[src/rtl/instr_fetch_unit.sv]
`default_nettype none
// +--------------------------------------------------------------------------+
// | instr_fetch_unit: fetch FSM (one outstanding request) + 2-entry buffer.   |
// | Revision: 1.0                                                            |
// +--------------------------------------------------------------------------+
module instr_fetch_unit #(
  parameter logic [63:0] RESET_PC   = 64'h0,
  parameter int          FIFO_DEPTH = 2
) (
  input  logic        clk,
  input  logic        reset,
  output logic        imem_req,
  output logic [63:0] imem_addr,
  input  logic        imem_rvalid,
  input  logic [31:0] imem_rdata,
  input  logic        branch_taken,
  input  logic [63:0] branch_target,
  output logic        instr_valid,
  input  logic        decode_ready,
  output logic [31:0] instruction,
  output logic [6:0]  instr_opcode,
  output logic [63:0] instr_pc
);

  localparam logic [1:0] S_IDLE = 2'd0;
  localparam logic [1:0] S_WAIT = 2'd1;
  localparam logic [1:0] S_DROP = 2'd2;
  localparam logic [1:0] DEPTH  = 2'(FIFO_DEPTH);

  logic [1:0]  state_q, state_d;
  logic [63:0] pc_q, pc_d;
  logic [63:0] req_pc_q, req_pc_d;
  logic [1:0]  count_q, count_d;
  logic        rd_ptr_q, wr_ptr_q;
  logic [63:0] buf_pc_q    [2];
  logic [31:0] buf_instr_q [2];
  logic        push, pop;

  always_ff @(posedge clk) begin
    if (reset) begin
      state_q <= S_IDLE;
    end else begin
      state_q <= state_d;
    end
  end

  always_comb begin
    state_d = state_q;
    case (state_q)
      S_IDLE: if (imem_req) state_d = S_WAIT;
      S_WAIT: begin
        if (imem_rvalid)       state_d = S_IDLE;
        else if (branch_taken) state_d = S_DROP;
      end
      S_DROP: if (imem_rvalid) state_d = S_IDLE;
      default: state_d = S_IDLE;
    endcase
  end

  always_comb begin
    imem_req    = !reset && (state_q == S_IDLE) && !branch_taken && (count_q < DEPTH);
    imem_addr   = pc_q;
    instr_valid = !reset && (count_q != 2'd0);
  end

  // A redirect flushes everything: the in-flight response and any pop are ignored.
  assign push = (state_q == S_WAIT) && imem_rvalid && !branch_taken;
  assign pop  = instr_valid && decode_ready && !branch_taken;

  always_comb begin
    pc_d     = pc_q;
    req_pc_d = req_pc_q;
    count_d  = count_q;
    if (branch_taken) begin
      pc_d    = branch_target & ~64'h3;
      count_d = 2'd0;
    end else begin
      if (imem_req) begin
        pc_d     = pc_q + 64'd4;
        req_pc_d = pc_q;
      end
      count_d = count_q + {1'b0, push} - {1'b0, pop};
    end
  end

  always_ff @(posedge clk) begin
    if (reset) begin
      pc_q     <= RESET_PC;
      req_pc_q <= 64'h0;
      count_q  <= 2'd0;
      rd_ptr_q <= 1'b0;
      wr_ptr_q <= 1'b0;
    end else begin
      pc_q     <= pc_d;
      req_pc_q <= req_pc_d;
      count_q  <= count_d;
      if (branch_taken) begin
        rd_ptr_q <= 1'b0;
        wr_ptr_q <= 1'b0;
      end else begin
        rd_ptr_q <= rd_ptr_q ^ pop;
        wr_ptr_q <= wr_ptr_q ^ push;
      end
    end
  end

  always_ff @(posedge clk) begin
    if (push) begin
      buf_pc_q[wr_ptr_q]    <= req_pc_q;
      buf_instr_q[wr_ptr_q] <= imem_rdata;
    end
  end

  assign instruction  = buf_instr_q[rd_ptr_q];
  assign instr_pc     = buf_pc_q[rd_ptr_q];
  assign instr_opcode = instruction[6:0];

endmodule
`default_nettype wire

[config.mk]
export PLATFORM = sky130hd
export DESIGN_NAME = instr_fetch_unit
export DESIGN_NICKNAME = d
export VERILOG_FILES = /design/src/rtl/instr_fetch_unit.sv
export SDC_FILE = /design/constraint.sdc
export NUM_CORES = 1
export LEC_CHECK = 0
export ABC_AREA = 1
export BUFFER_PORTS_ARGS = -buffer_cell sky130_fd_sc_hd__buf_2
export CELL_PAD_IN_SITES_DETAIL_PLACEMENT = 0
export CELL_PAD_IN_SITES_GLOBAL_PLACEMENT = 1
export CORE_ASPECT_RATIO = 1.75
export CORE_MARGIN = 3
export CORE_UTILIZATION = 40
export CTS_BUF_LIST = sky130_fd_sc_hd__clkbuf_4 sky130_fd_sc_hd__clkbuf_8 sky130_fd_sc_hd__clkbuf_16
export DETAILED_ROUTE_END_ITERATION = 6
export PLACE_DENSITY_LB_ADDON = 0.12
export SKIP_LAST_GASP = 1
export SLEW_MARGIN = 20
export SYNTH_ARGS = -nofsm -noshare
export SYNTH_HDL_FRONTEND = slang
export SYNTH_SLANG_ARGS = --single-unit
[constraint.sdc]
create_clock -name clk -period 8.11 [get_ports clk]
set_clock_uncertainty 0.2 [all_clocks]
set_input_delay 1.2165 -clock clk [delete_from_list [all_inputs] [get_ports clk]]
set_output_delay 1.2165 -clock clk [all_outputs]
set_load 0.01 [all_outputs]
==> flow_summary.json <==
{
  "htreeDepth": 1,
  "max_freq_mhz": 198.9,
  "vdd_drop_max_mv": 0.1694,
  "p_seq_share_pct": 52.1,
  "syn_inst": 1639,
  "combPwrFrac_pct": 6.3,
  "cap_violations": 0,
  "io_buffers": 263,
  "grt_pass1_wl_mm": 61.53,
  "p_clk_share_pct": 41.6,
  "endpoint_kind": "primary output",
  "finalCriticalPeriod_ps": 5027,
  "p_int_mw": 2.648,
  "synth_seq_cells": 318,
  "hold_viol_final": 0,
  "rrSetupSlack_ps": 4900,
  "finalSetupViolations": 0,
  "min-delay-path-class": "reg2reg",
  "die_area_sq_um": 37920,
  "grt_start_max_net_pins": 96,
  "cts_buffers": 29,
  "syn_to_final_growth_pct": 18.49,
  "worstPathMaxFanout": 37,
  "grt-ovfl-total": 0,
  "start_util_pct": 40.85,
  "start_kind": "input port",
  "cts_root_buf": "clkbuf_16",
  "syn_area_sq_um": 14210,
  "ant_nets": 0,
  "num_rows": 90,
  "cts_tree": "built",
  "fp.dieW_um": 148.5,
  "synth-edff-count": 188,
  "tns_ps": 0,
  "yosys_warnings": 0,
  "die_h_um": 255.4,
  "status": "finished, final reports clean",
  "cts_max_path_buffers": 3,
  "track_usage_pct": 20.66,
  "grt_pass1_vias": 10770,
  "coreArea_sq_um": 34800,
  "gp_congestion": 0.8778,
  "post_cts_buffers": 0,
  "powerDensity_nw_per_um2": 204.3,
  "critPathKind": "in2out",
  "drtPass1Iterations": 5,
  "wl_per_cell_um": 17.12,
  "leakage_nw": 7.045,
  "maxSlewHeadroom_pct": 28.97,
  "worst_slew_pin_slew_ps": 1066,
  "fillers": 3440,
  "highest_layer": "met4",
  "wl_mm": 40.26,
  "drv_slew": 0,
  "synthFlopType": "edfxtp_1",
  "avgSynthCellArea_sq_um": 8.672,
  "fin_nets": 1975,
  "worstPathRequired_ps": 6690,
  "clock-sinks": 318,
  "hold_buffers": 0,
  "initialDrtViolationCount": 628,
  "post-route-period-util_pct": 61.99,
  "r2r_cells": 11,
  "met1_length_mm": 16.17,
  "worst_ep_arrival_time_ps": 3610,
  "holdWs_ps": 253.0,
  "place_area_sq_um": 15840,
  "dpl.hpwl_mm": 28.24,
  "vias_per_cell": 4.793,
  "num_io_pins": 270,
  "async_flop_share_pct": 0,
  "synth.distinct_cells": 45,
  "p_sw_share_pct": 23.03,
  "dr_total_vias": 11270,
  "clk-insertion-delay-late_ps": 560,
  "drive_gt1_share_pct": 20.62,
  "switching_power_mw": 0.7925,
  "final_area_sq_um": 16840,
  "whs_path_depth": 0,
  "cts.reportedPaths.clkPinSlew_ps": 70,
  "rsz0062_at_grt": "false",
  "seq_area_frac_synth_pct": 58.03,
  "wl_met2_mm": 20.15,
  "drc": 0,
  "routed-wl-met3_mm": 2.382,
  "grt_antenna_before_repair": 1,
  "cts_resized": 0
}
-- cells in the final DEF, fill, tap and decap left out, types with 7 or more instances in the layout --
master	count
a21oi_1	80
a31oi_1	12
buf_2	263
buf_4	10
clkbuf_16	29
clkinv_2	7
dfxtp_1	129
edfxtp_1	188
inv_1	131
nand2_1	624
nand2_2	15
nand3_1	52
nand3b_1	11
nand4_1	17
nor2_1	127
nor2_2	14
nor2_4	13
o21a_1	9
o21ai_0	55
o21ai_1	12
xor2_1	17
-- synth_stat cells (13+ instances only) --
cell,count,share of area (%)
a21oi_1,80,2.8
buf_4,14,0.74
o21ai_0,55,1.9
nor2_2,14,0.62
buf_2,16,0.56
nand4_1,17,0.75
dfxtp_1,130,18
nand3_1,52,1.8
inv_1,131,3.5
nor2_1,127,3.4
edfxtp_1,188,40
nand2_2,15,0.66
clkbuf_1,38,1.0
nor2_4,13,1.0
xor2_1,17,1.0
nand2_1,624,16
-- logic make-up after synthesis --
group / after synthesis / synth area share (%)
AND/OR/NAND/NOR: 895 / 26.80
adder cells (fa/ha/maj): 5 / 0.4401
XOR/XNOR: 23 / 1.417
flip-flops: 318 / 58.03
other: 1 / 0.02638
AO/OA/AOI/OAI: 180 / 6.866
buffers and inverters: 217 / 6.417
-- path summary, 6_finish.rpt --
path / from / to
worst min-delay path: req_pc_q[12] / buf_pc_q[1][12]
worst min register to register: req_pc_q[12] / buf_pc_q[1][12]
worst max register to register: count_q[1] / imem_addr[57]
worst max-delay path: reset / imem_req
-- power by group through the flow --
stage / Sequential [mW] / Clock (mW) / Combinational, mW
floorplan: 1.82 / 0 / 0.124
global placement: 1.83 / 0 / 0.214
detailed placement: 1.83 / 0 / 0.217
CTS: 1.79 / 1.47 / 0.219
global route: 1.80 / 1.53 / 0.243
finish: 1.79 / 1.43 / 0.216
-- registers in the layout, summed over array words and instances (netlist names) --
signal,cells
count_q,2
state_q,2
req_pc_q,62
wr_ptr_q,1
buf_pc_q,124
rd_ptr_q,1
imem_addr,62
buf_instr_q,64
-- metal layers --
metal	vias to the layer above	track usage, %
met1	5148	25.71
met4	0	7.963
met3	70	2.837
met5	-	0
met2	331	36.07
li1	5725	-
-- metrics by stage --
stage / power (mW) / utilization (%) / cells / setup WS, ps
after floorplan: 1.943 / - / 1642 / 3332
after global placement: 2.041 / 45.52 / 2298 / 2645
after detailed placement: 2.045 / 45.52 / 2298 / 2665
after CTS: 3.484 / 48.40 / 2351 / 3007
after global routing: 3.575 / 48.40 / 2351 / 2903
final: 3.441 / 48.40 / 2352 / 3083
-- final cells by class --
cell class | count | area [sq um] | share of cell area (%)
Clock inverter | 18 | 212.7 | 1.263
Tap cell | 460 | 575.6 | 3.417
Timing Repair Buffer | 273 | 1391 | 8.261
Sequential cell | 318 | 8252 | 48.99
Antenna cell | 1 | 2.502 | 0.01486
Clock buffer | 35 | 789.5 | 4.688
Multi-Input combinational cell | 1107 | 5090 | 30.22
Inverter | 140 | 529.3 | 3.142
-- critical path, stage by stage --
cell and delay [ps]:
buf_2 540, inv_2 540, nand2_4 250, nor2_2 50
nand2_2 310, buf_4 420, inv_2 60, buf_2 180
Power figures use the tool's default switching activity.
